==> src/rtl/dog_update_scheduler.sv <==
// Per-frame sequencer for the shared dog update unit. Each accepted frame tick
// issues at most one round-robin kick, then one step per enabled dog in index order.
module dog_update_scheduler #(
  parameter int unsigned N_DOGS = 4,
  parameter int unsigned IDX_W  = 2
) (
  input  logic              clk,
  input  logic              rst,
  input  logic              frame_tick,
  input  logic [N_DOGS-1:0] enable_mask,
  input  logic [1:0]        kick_req,
  input  logic [IDX_W-1:0]  kick_dog0,
  input  logic [IDX_W-1:0]  kick_dog1,
  output logic [1:0]        kick_ack,
  output logic              upd_valid,
  output logic              upd_op,
  output logic [IDX_W-1:0]  upd_idx,
  input  logic              upd_ready,
  input  logic              upd_done,
  output logic              busy,
  output logic              frame_done,
  output logic              frame_overrun,
  output logic [7:0]        overrun_cnt,
  output logic [15:0]       frame_count
);

  typedef enum logic [1:0] {StIdle, StIssue, StWait} state_e;

  state_e             state_q;
  logic [N_DOGS-1:0]  mask_q;
  logic               op_q;
  logic [IDX_W-1:0]   idx_q;
  logic               win_q;
  logic               last_kick_q;
  logic               valid_q;
  logic               busy_q;
  logic               frame_done_q;
  logic               overrun_q;
  logic [7:0]         overrun_cnt_q;
  logic [15:0]        frame_count_q;

  logic               xfer;
  logic               kick_win;
  logic [N_DOGS-1:0]  mask_left;

  function automatic logic [IDX_W-1:0] lowest_idx(input logic [N_DOGS-1:0] m);
    lowest_idx = '0;
    for (int i = int'(N_DOGS) - 1; i >= 0; i--) begin
      if (m[i]) lowest_idx = IDX_W'(i);
    end
  endfunction

  assign xfer = (state_q == StIssue) && upd_ready;

  // On contention the player that did not win last time gets the kick.
  assign kick_win = (kick_req == 2'b11) ? ~last_kick_q : kick_req[1];

  // Kicks leave the step mask untouched; a completed step retires its dog.
  always_comb begin
    mask_left = mask_q;
    if (!op_q) mask_left[idx_q] = 1'b0;
  end

  always_ff @(posedge clk or posedge rst) begin
    if (rst) begin
      state_q       <= StIdle;
      mask_q        <= '0;
      op_q          <= 1'b0;
      idx_q         <= '0;
      win_q         <= 1'b0;
      last_kick_q   <= 1'b1;
      valid_q       <= 1'b0;
      busy_q        <= 1'b0;
      frame_done_q  <= 1'b0;
      overrun_q     <= 1'b0;
      overrun_cnt_q <= '0;
      frame_count_q <= '0;
    end else begin
      frame_done_q <= 1'b0;
      overrun_q    <= 1'b0;

      if (frame_tick && (state_q != StIdle)) begin
        overrun_q <= 1'b1;
        if (overrun_cnt_q != 8'hff) overrun_cnt_q <= overrun_cnt_q + 8'd1;
      end

      unique case (state_q)
        StIdle: begin
          if (frame_tick) begin
            mask_q        <= enable_mask;
            frame_count_q <= frame_count_q + 16'd1;
            if (|kick_req) begin
              op_q    <= 1'b1;
              idx_q   <= kick_win ? kick_dog1 : kick_dog0;
              win_q   <= kick_win;
              valid_q <= 1'b1;
              busy_q  <= 1'b1;
              state_q <= StIssue;
            end else if (|enable_mask) begin
              op_q    <= 1'b0;
              idx_q   <= lowest_idx(enable_mask);
              valid_q <= 1'b1;
              busy_q  <= 1'b1;
              state_q <= StIssue;
            end else begin
              frame_done_q <= 1'b1;
            end
          end
        end
        StIssue: begin
          if (upd_ready) begin
            valid_q <= 1'b0;
            state_q <= StWait;
            if (op_q) last_kick_q <= win_q;
          end
        end
        StWait: begin
          if (upd_done) begin
            mask_q <= mask_left;
            if (|mask_left) begin
              op_q    <= 1'b0;
              idx_q   <= lowest_idx(mask_left);
              valid_q <= 1'b1;
              state_q <= StIssue;
            end else begin
              busy_q       <= 1'b0;
              frame_done_q <= 1'b1;
              state_q      <= StIdle;
            end
          end
        end
        default: begin
          valid_q <= 1'b0;
          busy_q  <= 1'b0;
          state_q <= StIdle;
        end
      endcase
    end
  end

  // Ack is tied to the transfer cycle itself, so it cannot fire outside ISSUE.
  assign kick_ack      = (xfer && op_q) ? (win_q ? 2'b10 : 2'b01) : 2'b00;
  assign upd_valid     = valid_q;
  assign upd_op        = op_q;
  assign upd_idx       = idx_q;
  assign busy          = busy_q;
  assign frame_done    = frame_done_q;
  assign frame_overrun = overrun_q;
  assign overrun_cnt   = overrun_cnt_q;
  assign frame_count   = frame_count_q;

endmodule
==> config.mk <==
export PLATFORM = sky130hd
export DESIGN_NAME = dog_update_scheduler
export DESIGN_NICKNAME = d
export VERILOG_FILES = /design/src/rtl/dog_update_scheduler.sv
export SDC_FILE = /design/constraint.sdc
export NUM_CORES = 1
export LEC_CHECK = 0
export ABC_AREA = 1
export BUFFER_PORTS_ARGS = -buffer_cell sky130_fd_sc_hd__buf_2
export CAP_MARGIN = 20
export CORE_AREA = 4 4 83 85
export DETAILED_ROUTE_END_ITERATION = 6
export DIE_AREA = 0 0 87 89
export PLACE_DENSITY = 0.61
export SETUP_SLACK_MARGIN = 0.3
export SLEW_MARGIN = 20
export SYNTH_ARGS = -nofsm -noshare
export SYNTH_HDL_FRONTEND = slang
export SYNTH_SLANG_ARGS = --single-unit
==> constraint.sdc <==
create_clock -name clk -period 3.8 [get_ports clk]
set_clock_uncertainty 0.05 [all_clocks]
set_input_delay 0.38 -clock clk [delete_from_list [all_inputs] [get_ports clk]]
set_output_delay 0.38 -clock clk [all_outputs]
set_load 0.01 [all_outputs]
=== After elaboration in Yosys (flattened, before gate mapping) ===
Index checks and enable logic that the tools add are counted.

* Register bits after elaboration: 39
* Bits in latches: 0
* Bits in writable memories: 0
* Bits in read-only memories: 0
* Input bits: 15
* Output and inout port bits: 33
* Word-level logic and storage cells: 103
* Memories kept: 0

* Add/sub/neg operators: 2
* $mul: 0
* Div/mod/pow operators: 0
* $lt $le $gt $ge: 2
* Equality and inequality tests: 10
* Shifts and indexed selects: 0
* Multiplexer cells: 54
* Bitwise logic cells: 4
* Reductions and logical operators: 19

{| class="wikitable"
|+ Operator list
! kind !! number
|-
| $mux W2 || 21
|-
| $mux W1 || 22
|-
| $add A16 B1 Y16 const B || 1
|-
| $reduce_and A5 Y1 || 3
|-
| $mux W4 || 3
|-
| $ne A2 B2 Y1 const B || 5
|-
| $reduce_and A3 Y1 || 3
|-
| $add A8 B1 Y8 const B || 1
|-
| $ne A8 B8 Y1 const B || 1
|-
| $pmux W4 S2 || 1
|-
| $reduce_or A4 Y1 || 2
|-
| $pmux W1 S3 || 2
|-
| $pmux W2 S3 || 1
|-
| $and A4 B4 Y4 || 1
|-
| $eq A2 B2 Y1 const B || 2
|-
| $logic_and A1 B1 Y1 || 4
|-
| $not A4 Y4 || 1
|-
| $pmux W1 S2 || 2
|-
| $pmux W2 S2 || 1
|-
| $reduce_and A2 Y1 || 2
|-
| $reduce_and A4 Y1 || 1
|-
| $reduce_bool A2 Y1 || 2
|-
| $lt A2 B3 Y1 const B || 1
|-
| $ne A3 B3 Y1 const B || 1
|-
| other kinds (6) || 7
|}

=== Logic depth before layout (Yosys ltp) ===
Gate-level depths: netlist (run 1).

* Depth after elaboration: 14
* Gate-level depth with buffers: 11
* Mapped depth without buffers: 10

=== Worst setup path after synthesis (run 1) ===
No wires, ideal clock.

* Path type: flip-flop to flip-flop
* Start: register frame_count_q[1], in the netlist frame_count[1]
* End: register frame_count_q[12], in the netlist frame_count[12]
* Library setup time: 0.118 ns
* Data arrival time: 1.341 ns
* Data required time: 3.632 ns
* Slack: 2.291 ns
* Cell stages (with the launch flop): 9
* Path buffers: 0
* Period minus slack after synthesis: 1.509 ns
* Cell sequence: dfrtp_1 > ha_1 > nand3_1 > nor2_8 > nand2_2 > nor2_4 > nand2_2 > xor2_1 > inv_1

* Cells in the longest elaborated chain, start to end: 1

{| class="wikitable"
|+ Ends and longest elaborated chain
! item !! RTL line !! text
|-
| from (decl) || 40 || <nowiki>logic [15:0] frame_count_q;</nowiki>
|-
| from (signal assigned) || 91 || <nowiki>frame_count_q <= frame_count_q + 16'd1;</nowiki>
|-
| $add A16 B1 Y16 || 91 ||
|}

Every way passes these cells.
A chain may end at the register's enable or synchronous reset.

=== Final worst setup path (run 1) ===
* Start: register state_q[1]
* End: output port kick_ack[0]

* Cells in the longest elaborated chain, start to end: 4

{| class="wikitable"
|+ Ends and longest elaborated chain
! item !! RTL line !! text
|-
| from (decl) || 29 || <nowiki>state_e state_q;</nowiki>
|-
| from (signal assigned) || 66 || <nowiki>state_q <= StIdle;</nowiki>
|-
| from (signal assigned) || 98 || <nowiki>state_q <= StIssue;</nowiki>
|-
| from (signal assigned) || 104 || <nowiki>state_q <= StIssue;</nowiki>
|-
| $eq A2 B1 Y1 || 53 || <nowiki>assign xfer = (state_q == StIssue) && upd_ready;</nowiki>
|-
| $logic_and A1 B1 Y1 || 53 ||
|-
| $logic_and A1 B1 Y1 || 142 || <nowiki>assign kick_ack = (xfer && op_q) ? (win_q ? 2'b10 : 2'b01) : 2'b00;</nowiki>
|-
| $mux W2 || 142 ||
|-
| to (decl) || 14 || <nowiki>output logic [1:0] kick_ack,</nowiki>
|}

Every way passes these cells.

==> results of run 1 <==
==> worst min path at each step <==
stage / endpoint / slack (ns) / cells past startpoint
final: overrun_cnt[7]$_DFFE_PP0P_ / 0.19 / 2
after floorplan: last_kick_q$_DFFE_PP1P_ / 0.42 / 2
after detailed placement: frame_count[15]$_DFFE_PP0P_ / 0.41 / 1
after global placement: frame_count[15]$_DFFE_PP0P_ / 0.41 / 1
after CTS: state_q[1]$_DFFE_PP0P_ / 0.23 / 2
after global routing: overrun_cnt[7]$_DFFE_PP0P_ / 0.28 / 2
==> cells by family after synthesis <==
kind of cell               after synthesis
buffers and inverters                   35
AOI/OAI and AO/OA                       20
adders and majority gates                2
and+or+nand+nor                        149
xor gates and xnor gates                18
DFF                                     39
==> through the flow <==
stage / hold slack, ns / power, W
finish: 0.195 / 0.00173
global route: 0.275 / 0.00188
CTS: 0.227 / 0.00176
detailed placement: 0.410 / 0.00139
global placement: 0.408 / 0.00137
floorplan: 0.418 / 0.00117
==> area by class of cell <==
class / count / area share [%]
repair buffers: 48 / 9.54
flip-flops and latches: 39 / 38.4
well taps: 77 / 3.79
clock buffers: 6 / 3.25
inverters: 34 / 5.07
clock inverters: 2 / 1.38
multi-input cells: 189 / 38.6
==> placed cells by master (no fill, tap or decap), drive strengths merged, types with 2 or more instances in the layout <==
| cell type | n |
|---|---|
| nor3 | 2 |
| ha | 2 |
| nand3 | 31 |
| a31oi | 3 |
| nand4 | 5 |
| clkinv | 2 |
| nand2 | 80 |
| a21oi | 4 |
| xnor2 | 8 |
| buf | 48 |
| inv | 33 |
| nor2 | 30 |
| xor2 | 10 |
| o21ai | 12 |
| dfrtp | 38 |
| clkbuf | 6 |
==> power by group <==
group / internal [W] / total (W) / switching [W] / leakage, nW
combinational: 0.000253 / 0.000676 / 0.000423 / 0.834
sequential: 0.000554 / 0.000695 / 0.000141 / 0.494
clock: 0.000213 / 0.000363 / 0.000150 / 0.0612
total: 0.00102 / 0.00173 / 0.000714 / 1.39
==> flip-flops by register name, indices dropped and copies added, names as in the netlist <==
signal / flops
frame_count: 16
overrun_cnt: 8
mask_q: 4
state_q: 2
upd_idx: 2
busy: 1
frame_done: 1
frame_overrun: 1
last_kick_q: 1
upd_op: 1
upd_valid: 1
win_q: 1
==> routing by layer <==
metal / global-route usage [%] / up-vias
li1: - / 944
met1: 16.1 / 852
met2: 21.6 / 42
met3: 3.96 / 7
met4: 4.53 / 0
met5: 0 / -
==> critical path, cell delays in order, from the launching register on <==
cell,delay (ns)
dfrtp_1,0.44
inv_1,0.12
nand4_1,0.19
nor2_1,0.14
buf_2,0.14
==> flow_summary.json, run 1 <==
{
  "end_kind": "primary output",
  "synth.distinct_cells": 28,
  "drc_errors": 0,
  "synthTopCellsByCount": "nand2_1 (74), dfrtp_1 (38), inv_1 (30), nand3_1 (30), nor2_1 (23)",
  "startpoint": "state_q[1]$_DFFE_PP0P_",
  "post_drt_wl_per_cell_um": 12.0,
  "yosysMostFrequentCell": "nand2_1",
  "met2_length_um": 2220,
  "outcome": "finished clean",
  "regArea_um2": 977,
  "clk_latency_ns": 0.29,
  "area_delta_synth_final_pct": 21.2,
  "multi_input_area_um2": 981,
  "worst_hold_path_type": "input port to asynchronous set/reset pin",
  "syn-num-nets": 280,
  "dp_hpwl_um": 3660,
  "wl_met1_um": 2160,
  "endpoint": "kick_ack[0]",
  "setup_viol": 0,
  "synthXorXnorAreaFrac_pct": 7.51,
  "setup_ws_ns": 2.05,
  "fin_area_um2": 2540,
  "arrival_ns": 1.32,
  "critPathKind": "register to primary output",
  "cts.sinks": 39,
  "setup_tns_ns": 0,
  "vdd_ir_drop_max_v": 0.000244,
  "synth_area_leader_cell": "dfrtp_1",
  "top_layer": "met4",
  "grt_overflow": 0,
  "synth_flop_cell": "dfrtp_1",
  "yosys-top-cells-area": "dfrtp_1 (45%), nand2_1 (13%), nand3_1 (7.2%), inv_1 (5.4%), xor2_1 (4.2%)",
  "clock-root-buffer": "clkbuf_8",
  "placed_area_um2": 2430,
  "final_hold_viol_count": 0,
  "worstReg2RegEnd": "frame_count[12]$_DFFE_PP0P_",
  "core_um2": 6200,
  "slew_violations": 0,
  "syn_inst": 263,
  "initial_core_util_pct": 33.8,
  "synth_edf_count": 0,
  "grt_usage_pct": 13.0,
  "rows": 29,
  "ant_nets": 0,
  "fmax_mhz": 571,
  "synth_compound_area_share_pct": 5.25,
  "period_share_pct": 46.1,
  "wl_met3_um": 292,
  "crit_fanout": 4,
  "vias": 1845,
  "postCtsSetupRepairBufs": 0,
  "ys.warnings.count": 0,
  "cts_buffers": 5,
  "drv_cap": 0,
  "yosys.area.top_type_share_pct": 45.3,
  "antennaDiodeCount": 0,
  "fillers": 641,
  "final_util_pct": 41.0,
  "rsz0062_at_grt": "false",
  "antenna_found_initial": 0,
  "layout.nets": 334,
  "reg2reg_depth": 8,
  "ys_ff_latch": 39,
  "cts_tree": "built",
  "r2r_setup_slack_ns": 2.21,
  "ctsHoldBuffers": 0,
  "die_area_um2": 7740,
  "synthMuxAreaShare_pct": 0,
  "synthAdderAreaFrac_pct": 1.19,
  "synth_simple_gate_area_share_pct": 32.8,
  "synth_area_um2": 2100,
  "async_flop_share_pct": 100,
  "first_pass_iters": 4,
  "grt_pass1_wl_um": 8000,
  "first_global_vias": 1772,
  "crit_path_start_kind": "register",
  "p_leak_nw": 1.39,
  "wirelength_um": 4730,
  "seq_area_frac_synth_pct": 46.6,
  "clk_path_buf_depth": 2,
  "htree_num_levels": 2,
  "synth_top_family_by_area": "simple AND/OR/NAND/NOR gates",
  "path_clk_slew_ns": 0.08,
  "min_period_ns": 1.75,
  "die_h_um": 89,
  "power.density_nw_per_um2": 681,
  "first_iter_violations": 47,
  "vias_per_cell": 4.67,
  "pre_cts_slack_ns": 2.18,
  "worst-slew-pin-transition_ns": 0.845,
  "final_cells": 395,
  "cts_resized": 0,
  "die_w_um": 87,
  "syn_area_per_cell_um2": 7.98,
  "cp.required_ns": 3.37,
  "r2r-start": "frame_count[1]$_DFFE_PP0P_",
  "drive_gt1_share_pct": 24.2,
  "io_buffers": 47,
  "dp.cells": 387,
  "routabilityCongestion": 0.824,
  "grt_max_degree": 22,
  "num_io_pins": 48,
  "maxSlewHeadroom_pct": 43.6
}
Note: power is estimated with default switching activity, not from simulation.
==> inputs of run 2 (changes only) <==
- PLACE_DENSITY: 0.61 -> 0.63
- clock period: 3.8 -> 1.5 ns (I/O delays scaled with it)
==> run 2 against run 1 <==
Net effect: critical path depth up 4; worst hold slack worse by 0.11 ns; highest routed layer unchanged; routed wire length increased by 26%; total power grew to 3.8 times the previous value; clock-buffer cell count is the same; sequential power grew to 2.6 times the previous value.
==> flow_summary.json, run 2 (synthesis gave the netlist of run 1 again) <==
{
  "outcome": "finished clean",
  "fmax_mhz": 682,
  "crit_fanout": 3,
  "critPathKind": "register to register",
  "slew_violations": 0,
  "drive_gt1_share_pct": 55.3,
  "switching_share_pct": 40.5,
  "end_kind": "register",
  "grt_overflow": 0,
  "p_leak_nw": 1.86,
  "power.density_nw_per_um2": 1850,
  "rows": 29,
  "antenna_found_initial": 0,
  "core_um2": 6200,
  "die_area_um2": 7740,
  "antennaDiodeCount": 0,
  "clk_path_buf_depth": 2,
  "setup_ws_ns": 0.0338,
  "io_buffers": 47,
  "path_clk_slew_ns": 0.08,
  "clk_latency_ns": 0.29,
  "final_util_pct": 57.5,
  "rsz0062_at_grt": "true",
  "largest_reg_flops": 16,
  "clock-root-buffer": "clkbuf_8",
  "setup_viol": 0,
  "vias_per_cell": 4.71,
  "power.internal_w": 0.00393,
  "cts_buffers": 5,
  "fin_area_um2": 3570,
  "die_w_um": 87,
  "drv_cap": 0,
  "cts.sinks": 39,
  "fillers": 571,
  "drc_errors": 0,
  "worst-slew-pin-transition_ns": 0.311,
  "area_delta_synth_final_pct": 70.1,
  "p_clk_share_pct": 15.8,
  "routabilityCongestion": 0.830,
  "num_io_pins": 48,
  "post_drt_wl_per_cell_um": 13.1,
  "pre_cts_slack_ns": 0.0415,
  "min_period_ns": 1.47,
  "final_hold_viol_count": 0,
  "dp_hpwl_um": 3660,
  "htree_num_levels": 2,
  "first_global_vias": 2022,
  "die_h_um": 89,
  "first_pass_iters": 4,
  "ant_nets": 0,
  "vias": 2132,
  "cp.required_ns": 1.63,
  "wirelength_um": 5950,
  "cts_tree": "built",
  "grt_max_degree": 40,
  "initial_core_util_pct": 33.8,
  "final_common_cell": "nand2_1",
  "period_share_pct": 97.7,
  "layout_common_cells": "nand2_1 (51), buf_2 (42), dfrtp_1 (32), buf_4 (32), buf_6 (28)",
  "maxSlewHeadroom_pct": 79.2,
  "p_switching_w": 0.00267,
  "placed_area_um2": 2630,
  "seq_power_share_pct": 27.9,
  "grt_usage_pct": 14.4,
  "worst_hold_path_type": "input port to register",
  "p_comb_share_pct": 56.3,
  "arrival_ns": 1.60,
  "layout.nets": 392,
  "vdd_ir_drop_max_v": 0.000869,
  "grt_pass1_wl_um": 8830,
  "crit_path_start_kind": "register",
  "first_iter_violations": 82
}
==> run 2: cell count changes in the layout (fill, tap and decap cells not counted), moves of 13 or more <==
cell	delta
nand3_1	-13
nand2_1	-23
nor2_1	-13
buf_6	+28
buf_4	+31
nand2_4	+13
==> run 2: worst max-delay path: stages (launching register included) <==
cell     delay [ns]
dfrtp_1        0.43
buf_4          0.15
buf_4          0.11
nand3_4        0.09
nor2_4         0.12
nand3_4        0.09
nor2_4         0.13
nand2_1        0.07
xnor2_1        0.12
==> run 2: worst paths after layout <==
check / slack [ns] / to / cells past startpoint / startpoint
max in group asynchronous: 0.72 / last_kick_q$_DFFE_PP1P_ / 4 / rst
setup reg to reg: 0.03 / frame_count[15]$_DFFE_PP0P_ / 8 / frame_count[0]$_DFFE_PP0P_
setup / recovery: 0.03 / frame_count[15]$_DFFE_PP0P_ / 8 / frame_count[0]$_DFFE_PP0P_
hold reg to reg: 0.41 / frame_count[15]$_DFFE_PP0P_ / 1 / frame_count[15]$_DFFE_PP0P_
hold / removal: 0.09 / mask_q[1]$_DFFE_PP0P_ / 3 / enable_mask[1]
min in group asynchronous: 0.42 / frame_overrun$_DFF_PP0_ / 4 / rst
==> run 2: power by group through the flow <==
stage | Combinational [W] | Clock (W) | Sequential (W)
floorplan | 0.00130 | 0 | 0.00187
global placement | 0.00200 | 0 | 0.00178
detailed placement | 0.00203 | 0 | 0.00179
CTS | 0.00284 | 0.00107 | 0.00177
global route | 0.00403 | 0.00112 | 0.00189
finish | 0.00372 | 0.00105 | 0.00184
==> run 2: layer usage <==
| metal | track usage [%] | vias to the layer above | part of all wire, % |
|---|---|---|---|
| met5 | 0 | - | 0 |
| met4 | 3.26 | 0 | 1.1 |
| met3 | 3.41 | 9 | 4.1 |
| met2 | 26.6 | 51 | 54 |
| met1 | 16.8 | 1015 | 41 |
| li1 | - | 1057 | - |
==> run 2: area by class of cell <==
| type | instances | area, um^2 | area share, % |
|---|---|---|---|
| Multi-Input combinational cell | 189 | 1380 | 38.7 |
| Clock inverter | 2 | 60.1 | 1.68 |
| Inverter | 34 | 143 | 4.00 |
| Clock buffer | 6 | 72.6 | 2.03 |
| Tap cell | 77 | 96.3 | 2.70 |
| Timing Repair Buffer | 106 | 831 | 23.3 |
| Sequential cell | 39 | 985 | 27.6 |
==> run 2: timing repair <==
action,4_1_cts,5_1_grt
buffers inserted,28,20
endpoints found under the setup margin,34,45
hold buffers,1,0
endpoints found under the hold margin,38,0
pin swaps,23,23
gates resized for setup,46,64
==> run 2: per-stage QoR <==
| stage | total power, W | TNS, ns | hold WS, ns | instances |
|---|---|---|---|---|
| after floorplan | 0.00317 | 0 | 0.247 | 263 |
| after global placement | 0.00378 | 0 | 0.168 | 396 |
| after detailed placement | 0.00382 | 0 | 0.193 | 396 |
| after CTS | 0.00569 | 0 | 0.0844 | 433 |
| after global routing | 0.00704 | -0.270 | 0.0839 | 453 |
| final | 0.00660 | 0 | 0.0854 | 453 |
